**src/rtl/yas_router_pkg.sv**
```systemverilog
// Shared types and constants for the router dispatch slice.
// FSM encoding, header field positions, CRC polynomial, channel count.
package yas_router_pkg;

  typedef enum logic [1:0] {
    ST_IDLE  = 2'd0,
    ST_FWD   = 2'd1,
    ST_DROP  = 2'd2,
    ST_DRAIN = 2'd3
  } state_t;

  localparam int HDR_ADDR_MSB = 7;
  localparam int HDR_ADDR_LSB = 6;

  localparam logic [7:0] CRC_POLY = 8'h07;

  localparam int NUM_CH = 3;

endpackage

```
**src/rtl/yas_crc8.sv**
```systemverilog
// Byte-wide CRC-8 accumulator (MSB-first, init 0).
// clr with en restarts the sum from zero with the current byte.
module yas_crc8
  import yas_router_pkg::*;
(
  input  logic       clk,
  input  logic       rst_n,
  input  logic       clr,
  input  logic       en,
  input  logic [7:0] data,
  output logic [7:0] crc
);

  function automatic logic [7:0] crc8_step(
    input logic [7:0] c,
    input logic [7:0] d
  );
    logic [7:0] r;
    r = c ^ d;
    for (int i = 0; i < 8; i++) begin
      r = r[7] ? ((r << 1) ^ CRC_POLY) : (r << 1);
    end
    return r;
  endfunction

  logic [7:0] seed;

  assign seed = clr ? 8'h00 : crc;

  // Accumulate one byte per enable, restarting on clear
  always_ff @(posedge clk or negedge rst_n) begin
    if (!rst_n) begin
      crc <= 8'h00;
    end else if (en) begin
      crc <= crc8_step(seed, data);
    end else if (clr) begin
      crc <= 8'h00;
    end
  end

endmodule

```
**src/rtl/yas_dispatch_ctrl.sv**
```systemverilog
// Packet dispatch: header decode, channel select, single holding register.
// Optional CRC trailer check under YAS_ROUTER_CRC_CHECK_EN.
module yas_dispatch_ctrl
  import yas_router_pkg::*;
#(
  parameter int DATA_WIDTH = 8,
  parameter int DATA_SIZE  = 6
) (
  input  logic                  clk,
  input  logic                  rst_n,
  input  logic [DATA_WIDTH-1:0] in_data,
  input  logic                  in_req,
  output logic                  in_ack,
  input  logic [1:0]            ch0_addr,
  input  logic [1:0]            ch1_addr,
  input  logic [1:0]            ch2_addr,
  input  logic                  crc_en,
  output logic [DATA_WIDTH-1:0] out_data,
  output logic [NUM_CH-1:0]     out_req,
  input  logic [NUM_CH-1:0]     out_ack,
  output logic                  busy,
  output logic                  pkt_drop,
  output logic                  crc_err
);

  state_t state, state_nx;

  logic                  run;
  logic [1:0]            sel;
  logic [1:0]            hit_sel;
  logic                  hit;
  logic [1:0]            addr;
  logic [DATA_SIZE:0]    cnt;
  logic [DATA_SIZE:0]    cnt_ld;
  logic [DATA_WIDTH-1:0] obuf;
  logic                  ovalid;
  logic [NUM_CH-1:0]     sel_oh;
  logic                  sel_ack;
  logic                  beat;
  logic                  hdr_beat;
  logic                  body_beat;
  logic                  last_beat;
  logic                  trl_in;
  logic                  drop_q;

  assign addr     = in_data[HDR_ADDR_MSB:HDR_ADDR_LSB];
  assign sel_oh   = NUM_CH'(1) << sel;
  assign sel_ack  = |(out_ack & sel_oh);
  assign out_req  = ovalid ? sel_oh : '0;
  assign out_data = obuf;
  assign busy     = (state != ST_IDLE);
  assign pkt_drop = drop_q;

  assign beat      = in_req && in_ack;
  assign hdr_beat  = beat && (state == ST_IDLE);
  assign body_beat = beat &&
                     ((state == ST_FWD) ||
                      (state == ST_DROP));
  assign last_beat = body_beat &&
                     (cnt == (DATA_SIZE+1)'(1));

  assign cnt_ld = {1'b0, in_data[DATA_SIZE-1:0]}
                + {{DATA_SIZE{1'b0}}, trl_in};

  // Address match, lowest channel index wins
  always_comb begin
    hit     = 1'b1;
    hit_sel = 2'd0;
    if (addr == ch0_addr) begin
      hit_sel = 2'd0;
    end else if (addr == ch1_addr) begin
      hit_sel = 2'd1;
    end else if (addr == ch2_addr) begin
      hit_sel = 2'd2;
    end else begin
      hit = 1'b0;
    end
  end

  // Input accept per state; held low until reset has settled
  always_comb begin
    in_ack = 1'b0;
    unique case (state)
      ST_IDLE:  in_ack = run;
      ST_FWD:   in_ack = !ovalid || sel_ack;
      ST_DROP:  in_ack = 1'b1;
      ST_DRAIN: in_ack = 1'b0;
      default:  in_ack = 1'b0;
    endcase
  end

  // Next-state decode
  always_comb begin
    state_nx = state;
    unique case (state)
      ST_IDLE: begin
        if (hdr_beat) begin
          if (hit) begin
            state_nx = (cnt_ld != '0) ? ST_FWD : ST_DRAIN;
          end else begin
            state_nx = (cnt_ld != '0) ? ST_DROP : ST_IDLE;
          end
        end
      end
      ST_FWD: begin
        if (last_beat) state_nx = ST_DRAIN;
      end
      ST_DROP: begin
        if (last_beat) state_nx = ST_IDLE;
      end
      ST_DRAIN: begin
        if (!ovalid || sel_ack) state_nx = ST_IDLE;
      end
      default: state_nx = ST_IDLE;
    endcase
  end

  // State register
  always_ff @(posedge clk or negedge rst_n) begin
    if (!rst_n) state <= ST_IDLE;
    else        state <= state_nx;
  end

  // Holding register, byte counter, drop pulse
  always_ff @(posedge clk or negedge rst_n) begin
    if (!rst_n) begin
      run    <= 1'b0;
      sel    <= 2'd0;
      cnt    <= '0;
      obuf   <= '0;
      ovalid <= 1'b0;
      drop_q <= 1'b0;
    end else begin
      run    <= 1'b1;
      drop_q <= hdr_beat && !hit;
      if (hdr_beat) begin
        sel <= hit_sel;
        cnt <= cnt_ld;
        if (hit) begin
          obuf   <= in_data;
          ovalid <= 1'b1;
        end
      end else if (body_beat) begin
        if (cnt != '0) cnt <= cnt - 1'b1;
        if (state == ST_FWD) begin
          obuf   <= in_data;
          ovalid <= 1'b1;
        end
      end else if (ovalid && sel_ack) begin
        ovalid <= 1'b0;
      end
    end
  end

`ifdef YAS_ROUTER_CRC_CHECK_EN
  logic       trl_q;
  logic       trl_beat;
  logic       crc_upd;
  logic       crc_q;
  logic [7:0] crc_val;

  assign trl_in   = crc_en;
  assign trl_beat = last_beat && trl_q;
  assign crc_upd  = hdr_beat || (body_beat && !trl_beat);
  assign crc_err  = crc_q;

  yas_crc8 u_crc (
    .clk   (clk),
    .rst_n (rst_n),
    .clr   (hdr_beat),
    .en    (crc_upd),
    .data  (in_data[7:0]),
    .crc   (crc_val)
  );

  // Trailer mode latch and mismatch pulse
  always_ff @(posedge clk or negedge rst_n) begin
    if (!rst_n) begin
      trl_q <= 1'b0;
      crc_q <= 1'b0;
    end else begin
      if (hdr_beat) trl_q <= crc_en;
      crc_q <= trl_beat && (in_data[7:0] != crc_val);
    end
  end
`else
  logic unused_crc_en;

  assign unused_crc_en = crc_en;
  assign trl_in        = 1'b0;
  assign crc_err       = 1'b0;
`endif

endmodule

```
**config.mk**
```make
export PLATFORM = sky130hd
export DESIGN_NAME = yas_dispatch_ctrl
export DESIGN_NICKNAME = d
export VERILOG_FILES = /design/src/rtl/yas_router_pkg.sv /design/src/rtl/yas_crc8.sv /design/src/rtl/yas_dispatch_ctrl.sv
export SDC_FILE = /design/constraint.sdc
export NUM_CORES = 1
export LEC_CHECK = 0
export CORE_ASPECT_RATIO = 0.75
export CORE_MARGIN = 8
export CORE_UTILIZATION = 40
export CTS_CLUSTER_DIAMETER = 40
export DETAILED_ROUTE_END_ITERATION = 6
export HOLD_SLACK_MARGIN = 0.1
export PLACE_DENSITY = 0.79
export SYNTH_ARGS = -nofsm -noshare
export SYNTH_HDL_FRONTEND = slang
export SYNTH_SLANG_ARGS = --single-unit
```
**constraint.sdc**
```tcl
create_clock -name clk -period 4.1 [get_ports clk]
set_input_delay 0.82 -clock clk [delete_from_list [all_inputs] [get_ports clk]]
set_output_delay 0.82 -clock clk [all_outputs]
set_load 0.01 [all_outputs]
```
# Word level (Yosys, flattened, before mapping)
# Index checks and enable logic that the tools add are counted.
[op_classes]
add_sub_neg = 1
bitwise_logic = 1
reduce_logical = 23
eq_ne = 13
shifts = 1
muxes = 28
[op_table]
columns = ["operator", "count"]
rows = [
  ["8-bit 2-to-1 mux", 4],
  ["7-bit 2-to-1 mux", 3],
  ["2-bit 2-to-1 mux", 10],
  ["7-bit nonzero test", 2],
  ["2-bit inequality test, second input constant", 5],
  ["1-bit 2-to-1 mux", 8],
  ["2-bit one-hot mux with 4 select lines", 1],
  ["2-bit nonzero test", 4],
  ["7-bit by 1-bit == test with 1-bit output, second input constant", 1],
  ["7-bit by 1-bit subtractor with 7-bit output, second input constant", 1],
  ["2-bit == test", 3],
  ["1-bit logical AND", 6],
  ["3-bit AND reduction", 2],
  ["2-bit == test, second input constant", 2],
  ["1-bit one-hot mux with 4 select lines", 1],
  ["4-bit AND reduction", 1],
  ["3-bit bitwise AND", 1],
  ["3-bit 2-to-1 mux", 1],
  ["3-bit by 2-bit inequality test with 1-bit output, second input constant", 1],
  ["3-bit nonzero test", 1],
  ["3-bit OR reduction", 1],
  ["1-bit by 2-bit left shift with 3-bit output, first input constant", 1],
  ["2-bit by 1-bit == test with 1-bit output, second input constant", 1],
  ["1-bit zero test", 2],
  ["other kinds (3)", 4],
]
[word_totals]
output_inout_bits = 15
regBits = 22
input_bits = 21
word_cells = 74

# Logic depth before layout (Yosys ltp)
# Gate-level depths: netlist (run 1).
[depth]
ltp_word = 10
ltp_mapped = 8
mapped_depth_nobuf = 7

# Least setup slack after synthesis (run 1)
# OpenSTA, ideal clock, no wires.
[synth_path]
path_type = "input port to output port"
start = "input port out_ack[1]"
end = "output port in_ack"
stages = 4
path_buffers = 0
slack_ps = 1856
t_required_ps = 3280
arrival_time_ps = 1424
path_cell_list = "mux2i_1 -> o211ai_4 -> a21oi_1 -> nor2_1"
[synth_via]
elab_chain_cells = 4
[synth_lines]
columns = ["item", "line_no", "source"]
rows = [
  ["start, declared", "yas_dispatch_ctrl.sv:20", "input logic [NUM_CH-1:0] out_ack,"],
  ["3-bit bitwise AND", "yas_dispatch_ctrl.sv:48", "assign sel_ack = |(out_ack & sel_oh);"],
  ["3-bit OR reduction", "yas_dispatch_ctrl.sv:48", ""],
  ["1-bit logical OR", "yas_dispatch_ctrl.sv:85", "ST_FWD: in_ack = !ovalid || sel_ack;"],
  ["1-bit one-hot mux with 4 select lines", "yas_dispatch_ctrl.sv:83", "unique case (state)"],
  ["end, declared", "yas_dispatch_ctrl.sv:13", "output logic in_ack,"],
]
# Every way passes these cells.

# Final worst setup path (run 1)
# Ends and elaborated chain as after synthesis.

==> results by group, run 1 <==
Outcome
  – Status: complete, no violations

Yosys
  – Top cells by count, synth: dfrtp_1 (22), nand2_1 (11), mux2_2 (9), nor2_1 (9), inv_1 (7)
  – Top post-synthesis cells by area: dfrtp_1 (40%), mux2_2 (7.3%), ha_1 (5.4%)
  – Post-synth ARST share: 1.00
  – YS warnings: 0
  – Syn Area/Cell: 10.3 µm²
  – Post-synth EDFFs: 0
  – Sequential share of the synthesized area: 0.398
  – Most used DFF post-synth: dfrtp_1
  – #FFs+latches synth: 22
  – Synth Instances: 134
  – Cell taking the most area after synthesis: dfrtp_1
  – Synthesized Nets: around 160
  – Cell variety after synth: 46
  – Top-area cell type share of the netlist area: 0.398
  – Top-count cell post-synth: dfrtp_1
  – Post-synthesis instance area: 0.00138 mm²

Detailed routing
  – Antenna-violating nets left: 0
  – Vias: 1162
  – Via density: 5.59
  – Routed wire length: approximately 3500 µm
  – Wire per inst: 16.6 µm
  – DR iter-0 viols: 51
  – DRC Markers: 0
  – First-pass DRT Iterations: 4

Floorplan
  – Chip height: 66.9 µm
  – Core Area: 0.00331 mm²
  – Initial Util: 0.418
  – Die ar.: about 0.0056 mm²
  – Rows: 18
  – Die Span X: 83.9 µm
  – Num ports: 36

Worst setup path
  – Worst path required time: 3.28 ns
  – Crit path arrival time: 2.45 ns
  – Critical R2R Launch: state[1]
  – Setup crit start: out_ack[1]
  – CP max FO: 4
  – CP startpoint kind: primary input
  – CP Class: primary input to output port
  – Endpoint class of the critical path: output port

Power
  – Power per Cell Area: 706 mW/mm²
  – Peak supply drop: 0.502 mV
  – Leak Pwr: roughly 0.00075 µW

Worst hold path
  – Worst Hold Launch: out_data[2]
  – Worst hold path type: flop to flop

Final layout
  – Register area: 551 µm²
  – Layout fillers: around 290
  – Layout cells sized above 1: 0.161
  – Antenna fix cells: 0
  – Area Overhead vs Synth: 31.5%
  – Non-Filler Instances: 208
  – Area of the multi-input gates: 791 µm²
  – Nets@finish: 196

Placement
  – GPL Wtd Cong: roughly 0.86
  – Port Buffers: 33
  – Dpl cells: 204
  – Final HPWL DP: around 2700 µm

GRT
  – Largest net degree at the start of global routing: 23
  – Initial antenna violation count: 0
  – First-pass GRT wire length: 5760 µm
  – GRT overflow: 0
  – Number of global-route vias before repair: approximately 1200
  – GR Util All Layers: 0.126

STA
  – Slew HR: 0.329
  – Final min period: 3.27 ns
  – Final period utilization: 0.797
  – Fin. max-slew vios: 0
  – RSZ-0062 raised after global routing: no
  – Fin. Hold Viols: 0
  – Worst Max-Slew Pin Slew: 1.00 ns
  – Setup-failing EPs final: 0
  – Total negative slack: 0 ns
  – Max Clk Rate: 306 MHz
  – Post-Route Skew: about 0.0017 ns

Clocking
  – Clock root buffer: clkbuf_8
  – Post-cts resize count: 0
  – Clk buf depth: 2
  – CTS Sinks: 22
  – CTS tree: built
  – # hold bufs at CTS: 0
  – Postcts setup bufs: 0
  – Clock transition at path regs: around 0.080 ns
  – H-tree depth: 1
  – Clk Latency, worst-skew pair: ~0.27 ns
  – TritonCTS Buffers: 3

Run
  – Max_cap viols: 0
final cells by class:
cell class                 instances  share of cell area
multi-input combinational        102               0.435
inverter                           7              0.0144
tap                               40              0.0275
clock buffer                       3              0.0227
sequential                        22               0.303
clock inverter                     1              0.0165
timing repair buffer              33               0.182
critical path, cell delays in order:
cell and delay (ns):
clkdlybuf4s50_1 0.46, mux2i_1 0.13, o211ai_4 0.28, a21oi_1 0.12, nor2_1 0.09, clkdlybuf4s50_1 0.54
stage by stage:
| step | setup WS (ns) | power, µW | utilization | hold slack, ns | instance area, µm² |
|---|---|---|---|---|---|
| final | 0.832 | 1280 | 0.550 | 0.514 | 1820 |
| after global routing | 0.795 | 1380 | 0.550 | 0.541 | 1820 |
| after CTS | 0.829 | 1290 | 0.550 | 0.517 | 1820 |
| after detailed placement | 0.835 | 1080 | 0.528 | 0.498 | 1750 |
| after global placement | 0.867 | 1040 | 0.528 | 0.490 | 1750 |
| after floorplan | 1.86 | 822 | - | 0.524 | 1380 |
layout by cell type (no fill, tap or decap), types with 4 or more instances in the layout:
master / netlist / final
a21oi_1: 5 / 5
clkdlybuf4s50_1: 0 / 33
dfrtp_1: 22 / 22
ha_1: 6 / 6
inv_1: 7 / 7
mux2_2: 9 / 9
nand2_1: 11 / 11
nor2_1: 9 / 9
o21ai_0: 4 / 4
xnor2_1: 5 / 5
cell families (layout without fill, tap and decap cells):
family	after synthesis	in the layout	share of synthesized area
other	2	2	0.00543
adders and majority gates	6	6	0.0542
and+or+nand+nor	44	44	0.185
muxes	13	13	0.106
buffers and inverters	10	44	0.0307
DFF	22	22	0.398
AOI/OAI and AO/OA	30	30	0.176
xor gates and xnor gates	7	7	0.0443
power by group:
part	total [µW]	switching, µW	internal, µW
combinational	679	331	348
sequential	400	86.3	313
clock	206	75.5	131
registers in the layout, summed over array words and instances, names as in the netlist:
name,cells
out_data,8
run,1
ovalid,1
cnt,7
sel,2
state,2
pkt_drop,1
metal layers:
| layer | vias to the layer above | track usage | share of wire |
|---|---|---|---|
| li1 | 555 | - | - |
| met1 | 579 | 0.145 | 0.43 |
| met2 | 24 | 0.229 | 0.52 |
| met3 | 4 | 0.0438 | 0.053 |
| met4 | 0 | 0.0172 | 0.0023 |
| met5 | - | 0 | 0 |
worst paths after layout:
check | endpoint | slack (ns) | depth (start not counted)
max | in_ack | 0.83 | 6
min | out_data[2] | 0.51 | 1
max reg2reg | out_data[6] | 1.50 | 5
min reg2reg | out_data[2] | 0.51 | 1
max in group asynchronous | out_data[5] | 2.40 | 1
min in group asynchronous | state[0] | 1.10 | 1
Power figures use the tool's default switching activity.
==> inputs of run 2 (changes only) <==
--- a/config.mk
+++ b/config.mk
@@ -11,7 +11,7 @@
 export CTS_CLUSTER_DIAMETER = 40
 export DETAILED_ROUTE_END_ITERATION = 6
 export HOLD_SLACK_MARGIN = 0.1
-export PLACE_DENSITY = 0.79
+export PLACE_DENSITY = 0.81
 export SYNTH_ARGS = -nofsm -noshare
 export SYNTH_HDL_FRONTEND = slang
 export SYNTH_SLANG_ARGS = --single-unit
==> constraint.sdc (replaced) <==
create_clock -name clk -period 2.75 [get_ports clk]
set_input_delay 0.55 -clock clk [delete_from_list [all_inputs] [get_ports clk]]
set_output_delay 0.55 -clock clk [all_outputs]
set_load 0.01 [all_outputs]
==> run 2 against run 1 <==
  * Largest cell class unchanged
  * Critical path depth unchanged
  * Combinational power increased by 52%
  * Clock-buffer cell count up 1
  * Cell area is 1.2% higher
  * Hold slack worse by 0.0034 ns
==> results by group, run 2 (synthesis results as in run 1) <==
Clocking
  – CTS Sinks: 22 (unchanged)
  – Clk Latency, worst-skew pair: 0.26 ns (about the same)
  – Clk buf depth: 2 (unchanged)
  – TritonCTS Buffers: 3 (unchanged)
  – H-tree depth: 1 (unchanged)
  – # hold bufs at CTS: 0 (unchanged)
  – Post-cts resize count: 0 (unchanged)
  – CTS tree: built
  – Clock root buffer: clkbuf_8
  – Clock transition at path regs: 0.08 ns (about the same)
  – Postcts setup bufs: 0 (unchanged)

GRT
  – GR Util All Layers: 0.121 (-0.00584)
  – GRT overflow: 0 (unchanged)
  – First-pass GRT wire length: 5640 µm (-2.2%)
  – Number of global-route vias before repair: 1207 (-1.2%)
  – Initial antenna violation count: 0 (unchanged)
  – Largest net degree at the start of global routing: 23 (unchanged)

Worst setup path
  – CP Class: primary input to output port
  – CP startpoint kind: primary input
  – Critical R2R Launch: state[0]
  – Crit path arrival time: 2.06 ns (-0.39 ns)
  – CP max FO: 2 (-2)
  – Endpoint class of the critical path: output port
  – Worst path slowest cell: clkdlybuf4s50_1
  – Worst path required time: 2.20 ns (-1.08 ns)
  – Max stage delay on crit path: 0.54 ns (about the same)
  – Setup crit start: out_ack[0]
  – CP bufs+invs: 2 (unchanged)
  – Critical path depth: 6 (unchanged)
  – Setup slack, reg-to-reg: 0.52 ns (-0.98 ns)
  – Cell Chain, Critical Path: clkdlybuf4s50_1 > mux2i_1 > o211ai_4 > a21oi_1 > nor2_1 > clkdlybuf4s50_1
  – CP delay by family, top: buffers and inverters
  – Crit path capture: in_ack
  – Reg-to-Reg End: out_data[4]
  – Top cell by count, worst path: clkdlybuf4s50_1
  – Reg2Reg Depth: 7 (+2)

Floorplan
  – Die ar.: 0.00562 mm² (unchanged)
  – Rows: 18 (unchanged)
  – Initial Util: 0.418 (unchanged)
  – Num ports: 36 (unchanged)
  – Core Area: 0.00331 mm² (unchanged)
  – Die Span X: 83.9 µm (unchanged)
  – Chip height: 66.9 µm (unchanged)

STA
  – Fin. Hold Viols: 0 (unchanged)
  – Fin. max-slew vios: 0 (unchanged)
  – RSZ-0062 raised after global routing: no
  – Max Clk Rate: 383 MHz
  – Final min period: around 2.6 ns
  – Post-Route Skew: 0.00417 ns (+0.00252 ns)
  – Total negative slack: 0 ns (unchanged)
  – Setup-failing EPs final: 0 (unchanged)
  – Final period utilization: 0.951

Placement
  – Area of placed instances: 0.00179 mm² (+2.1%)
  – GPL Wtd Cong: 0.770 (-11%)
  – Port Buffers: 33 (unchanged)
  – Final HPWL DP: 2610 µm (-4.8%)

Power
  – Power per Cell Area: 1010 mW/mm² (+43%)
  – Sw frac: 0.387 (+0.00276)
  – Int Power: 1140 µW (+44%)
  – Register share of total power: 0.322 (+0.011)
  – Leak Pwr: 0.000769 µW (+2.2%)
  – Peak supply drop: 0.547 mV (+8.8%)
  – Clock power frac: 0.125 (-0.035)
  – Comb pwr share: 0.553 (+0.024)
  – Sw Pwr: 717 µW (+45%)

Detailed routing
  – DR iter-0 viols: 91 (+78%)
  – Top sig layer: met4
  – Via density: 5.38 (-3.6%)
  – Wire per inst: 15.4 µm (-7.2%)
  – Routed length on met1: 1570 µm (+6.7%)
  – Antenna-violating nets left: 0 (unchanged)
  – DRC Markers: 0 (unchanged)
  – WL met3: 178 µm (-2.7%)
  – First-pass DRT Iterations: 4 (unchanged)
  – Vias: 1147 (-1.3%)
  – Routed wl met2: 1510 µm (-16%)
  – Routed wire length: 3290 µm (-5.0%)

Final layout
  – Layout fillers: 285 (-0.35%)
  – Antenna fix cells: 0 (unchanged)
  – Most frequent cells in the layout: clkdlybuf4s50_1 (33), dfrtp_1 (22), nand2_1 (11)
  – Register area: 551 µm² (unchanged)
  – Max reg flops: 8 (unchanged)
  – Most common cell after layout, fill and taps aside: clkdlybuf4s50_1
  – Area of the multi-input gates: 791 µm² (unchanged)
  – Final non-filler cell area: 0.00184 mm² (+1.2%)
  – Area Overhead vs Synth: 33.0%
  – Nets@finish: 201 (+2.6%)
  – Layout cells sized above 1: 0.185 (+0.0243)

Run
  – Max_cap viols: 0 (unchanged)

Outcome
  – Status: complete, no violations

Worst hold path
  – Worst hold path type: flop to flop
==> run 2: stage by stage <==
| step | std cells | hold slack, ns | worst slack, ns | utilization | total power (µW) |
|---|---|---|---|---|---|
| 2_1_floorplan | 134 | 0.254 | 0.738 | - | 1230 |
| 3_3_place_gp | 209 | 0.491 | 0.137 | 0.539 | 1580 |
| 3_5_place_dp | 209 | 0.496 | 0.129 | 0.539 | 1630 |
| 4_1_cts | 213 | 0.514 | 0.113 | 0.556 | 1870 |
| 5_1_grt | 213 | 0.526 | 0.0647 | 0.556 | 2000 |
| 6_report | 213 | 0.511 | 0.136 | 0.556 | 1850 |
==> run 2: metal layers <==
metal / up-vias / GRT usage
met3: 2 / 0.0402
met2: 29 / 0.203
li1: 565 / -
met4: 0 / 0.0150
met1: 551 / 0.152
met5: - / 0
==> run 2: worst reg2reg max path, delay by kind of cell (launching register included) <==
kind | cells | cell delay, ns
adders and majority gates | 1 | 0.23
DFF | 1 | 0.42
muxes | 1 | 0.40
and+or+nand+nor | 2 | 0.43
AOI/OAI and AO/OA | 2 | 0.56
buffers and inverters | 1 | 0.08
==> run 2: worst min-delay path by stage <==
stage | from | end | slack [ns] | cells after the start
after detailed placement | out_data[3] | out_data[3] | 0.50 | 1
after global placement | out_data[5] | out_data[5] | 0.49 | 1
final | out_data[3] | out_data[3] | 0.51 | 1
after CTS | out_data[3] | out_data[3] | 0.51 | 1
after global routing | out_data[3] | out_data[3] | 0.53 | 1
after floorplan | rst_n | cnt[0] | 0.25 | 0
==> run 2: area by class of cell <==
class,count,area share
multi-input cells,102,0.430
inverters,7,0.0143
clock buffers,4,0.0299
repair buffers,38,0.200
well taps,40,0.0272
flip-flops and latches,22,0.299
==> run 2: power groups by stage <==
stage	logic (µW)	clock network (µW)	registers, µW
after floorplan	624	0	602
after global placement	992	0	586
after detailed placement	1030	0	602
after CTS	1040	236	598
after global routing	1130	255	621
final	1030	233	597
==> inputs of run 3 (changes only) <==
--- a/config.mk
+++ b/config.mk
@@ -5,7 +5,8 @@
 export SDC_FILE = /design/constraint.sdc
 export NUM_CORES = 1
 export LEC_CHECK = 0
-export CORE_ASPECT_RATIO = 0.75
+export ABC_AREA = 1
+export CORE_ASPECT_RATIO = 1.1
 export CORE_MARGIN = 8
 export CORE_UTILIZATION = 40
 export CTS_CLUSTER_DIAMETER = 40
==> run 3 against run 2 <==
  * Sequential power fell by 7.2%
  * Synthesized area rose by 5.5%
  * Worst setup slack better by 0.070 ns
  * Clock-buffer cell count is 1 lower
  * Routed wire length fell by 0.91%
  * Cell area is 3.7% higher
  * First-iteration DRC count increased by 42%
  * Critical endpoint unchanged
==> results by group, run 3 <==
GRT
  – GR Util All Layers: 0.117 (-0.00316)
  – GRT overflow: 0 (unchanged)
  – Number of global-route vias before repair: 1294 (+7.2%)
  – Largest net degree at the start of global routing: 23 (unchanged)
  – Initial antenna violation count: 0 (unchanged)
  – First-pass GRT wire length: 5590 µm (-0.85%)

Yosys
  – Cell taking the most area after synthesis: dfrtp_1
  – Cell variety after synth: 31 (-33%)
  – Post-synth EDFFs: 0 (unchanged)
  – Synthesized Nets: 210 (+30%)
  – Post-synth ARST share: 1.00 (unchanged)
  – Post-synthesis instance area: 0.00146 mm² (+5.5%)
  – #FFs+latches synth: 22 (unchanged)
  – Sequential share of the synthesized area: 0.377 (-0.0208)
  – Top cells by count, synth: nand2_1 (39), inv_1 (23), dfrtp_1 (22)
  – Most used DFF post-synth: dfrtp_1
  – YS warnings: 0 (unchanged)
  – Synth Instances: 183 (+37%)
  – Top-area cell type share of the netlist area: 0.377 (-0.0208)
  – Top-count cell post-synth: nand2_1
  – Syn Area/Cell: 7.98 µm² (-23%)
  – Top post-synthesis cells by area: dfrtp_1 (38%), nand2_1 (10%), inv_1 (5.9%)

Placement
  – Area of placed instances: 0.00184 mm² (+2.9%)
  – GPL Wtd Cong: 0.819 (+6.3%)
  – Dpl cells: 264 (+26%)
  – Final HPWL DP: 2590 µm (-0.72%)
  – Port Buffers: 33 (unchanged)
  – Pre-CTS setup slack: 0.201 ns (+0.0713 ns)

STA
  – Fin. Hold Viols: 0 (unchanged)
  – Slack of the critical path: 0.206 ns (+0.0696 ns)
  – Max Clk Rate: 393 MHz (+2.7%)
  – Post-Route Skew: 0.00249 ns (-0.00169 ns)
  – Final min period: 2.54 ns (-0.0696 ns)
  – Hold slack final: 0.490 ns (-0.0215 ns)
  – Total negative slack: 0 ns (unchanged)
  – RSZ-0062 raised after global routing: no
  – Final period utilization: 0.925 (-0.0253)
  – Fin. max-slew vios: 0 (unchanged)
  – Setup-failing EPs final: 0 (unchanged)

Clocking
  – Postcts setup bufs: 0 (unchanged)
  – CTS Sinks: 22 (unchanged)
  – H-tree depth: 1 (unchanged)
  – Clk buf depth: 2 (unchanged)
  – TritonCTS Buffers: 3 (unchanged)
  – Post-cts resize count: 0 (unchanged)
  – Clock transition at path regs: 0.08 ns (about the same)
  – Clock root buffer: clkbuf_8
  – CTS tree: built
  – Clk Latency, worst-skew pair: 0.26 ns (about the same)
  – # hold bufs at CTS: 0 (unchanged)

Final layout
  – Most frequent cells in the layout: nand2_1 (39), clkdlybuf4s50_1 (33), inv_1 (23)
  – Layout cells sized above 1: 0.147 (-0.0382)
  – Max reg flops: 8 (unchanged)
  – Final non-filler cell area: 0.00191 mm² (+3.7%)
  – Most common cell after layout, fill and taps aside: nand2_1
  – Nets@finish: 246 (+22%)
  – Area Overhead vs Synth: 30.7%
  – Non-Filler Instances: 268 (+26%)
  – Antenna fix cells: 0 (unchanged)

Worst setup path
  – CP startpoint kind: primary input
  – Critical R2R Launch: state[0]
  – Cell Chain, Critical Path: clkdlybuf4s50_1 > nand3_1 > nand4_2 > nand2_2 > a21oi_1 > clkdlybuf4s50_1
  – Top cell by count, worst path: clkdlybuf4s50_1
  – Setup crit start: out_ack[1]
  – Endpoint class of the critical path: output port
  – CP Class: primary input to output port
  – Crit path arrival time: 1.99 ns (-0.07 ns)
  – CP max FO: 2 (unchanged)
  – Worst path slowest cell: clkdlybuf4s50_1
  – Worst path required time: 2.20 ns (about the same)
  – Max stage delay on crit path: 0.56 ns (+0.02 ns)

Floorplan
  – Die ar.: 0.00584 mm² (+4.0%)
  – Num ports: 36 (unchanged)
  – Die Span X: 73.6 µm (-12%)
  – Rows: 23 (+5)
  – Core Area: 0.00357 mm² (+7.8%)
  – Chip height: 79.4 µm (+19%)
  – Initial Util: 0.409 (-0.00880)

Power
  – Power per Cell Area: 960 mW/mm² (-4.7%)
  – Sw Pwr: 750 µW (+4.5%)
  – Leak Pwr: 0.000929 µW (+21%)
  – Sw frac: 0.409 (+0.0225)
  – Int Power: 1080 µW (-4.8%)
  – Register share of total power: 0.302 (-0.020)
  – Peak supply drop: 0.430 mV (-21%)
  – Comb pwr share: 0.532 (-0.021)
  – Clock power frac: 0.166 (+0.041)

Detailed routing
  – Antenna-violating nets left: 0 (unchanged)
  – Wire per inst: 12.1 µm (-21%)
  – First-pass DRT Iterations: 4 (unchanged)
  – Via density: 4.69 (-13%)
  – Routed wire length: 3260 µm (-0.91%)
  – Vias: 1258 (+9.7%)
  – DR iter-0 viols: 129 (+42%)
  – DRC Markers: 0 (unchanged)

Run
  – Max_cap viols: 0 (unchanged)

Worst hold path
  – Worst Hold Launch: out_data[2]
  – Worst hold path type: flop to flop

Outcome
  – Status: complete, no violations
[run 3: cell count changes after synthesis, moves of 4 or more]
cell,previous run,this run
o21ai_2,1,8
inv_1,7,23
nand2_1,11,39
o21ai_0,4,13
nand3_1,2,15
nand2_2,0,4
nor2_1,9,13
mux2_2,9,0
[run 3: logic make-up (layout without fill, tap and decap cells)]
logic type                 after synthesis  in the layout  share of synthesized area
AOI/OAI and AO/OA                       28             28                      0.118
xor gates and xnor gates                 5              5                     0.0300
adders and majority gates                6              6                     0.0514
buffers and inverters                   30             65                     0.0883
DFF                                     22             22                      0.377
other                                    2              2                    0.00514
and+or+nand+nor                         90             90                      0.330
[run 3: final timing paths]
kind / endpoint / slack, ns / depth (start not counted)
max reg2reg: out_data[3] / 0.93 / 10
max in group asynchronous: run / 1.89 / 2
min reg2reg: out_data[2] / 0.49 / 2
min: out_data[2] / 0.49 / 2
min in group asynchronous: cnt[4] / 0.63 / 2
max: in_ack / 0.21 / 6
[run 3: layout make-up]
class / count / area (µm²)
Tap cell: 50 / 62.6
Fill cell: 333 / 1660
Clock inverter: 1 / 30.0
Sequential cell: 22 / 551
Inverter: 26 / 97.6
Timing Repair Buffer: 35 / 345
Multi-Input combinational cell: 131 / 781
Clock buffer: 3 / 41.3
[run 3: stage by stage]
step | power [µW] | utilization
2_1_floorplan | 1210 | -
3_3_place_gp | 1510 | 0.515
3_5_place_dp | 1530 | 0.515
4_1_cts | 1850 | 0.535
5_1_grt | 1990 | 0.535
6_report | 1830 | 0.535
[run 3: power groups by stage]
stage                     Combinational [µW]  Clock (µW)  Sequential (µW)
after floorplan                          649           0              562
after global placement                   958           0              551
after detailed placement                 975           0              560
after CTS                                985         309              554
after global routing                    1100         319              573
final                                    975         304              554
[run 3: routing by layer]
layer,vias to the layer above,share of wire,routed length (µm),GRT usage
met4,0,0.013,42,0.0300
li1,650,-,-,-
met3,6,0.052,168,0.0315
met2,25,0.51,1660,0.205
met5,-,0,0,0
met1,577,0.42,1380,0.137
[run 3: worst max-delay path: cells and delay by family]
family,cells,cell delay (ns)
compound gates,1,0.13
buf+inv,2,1.01
simple gates,3,0.30
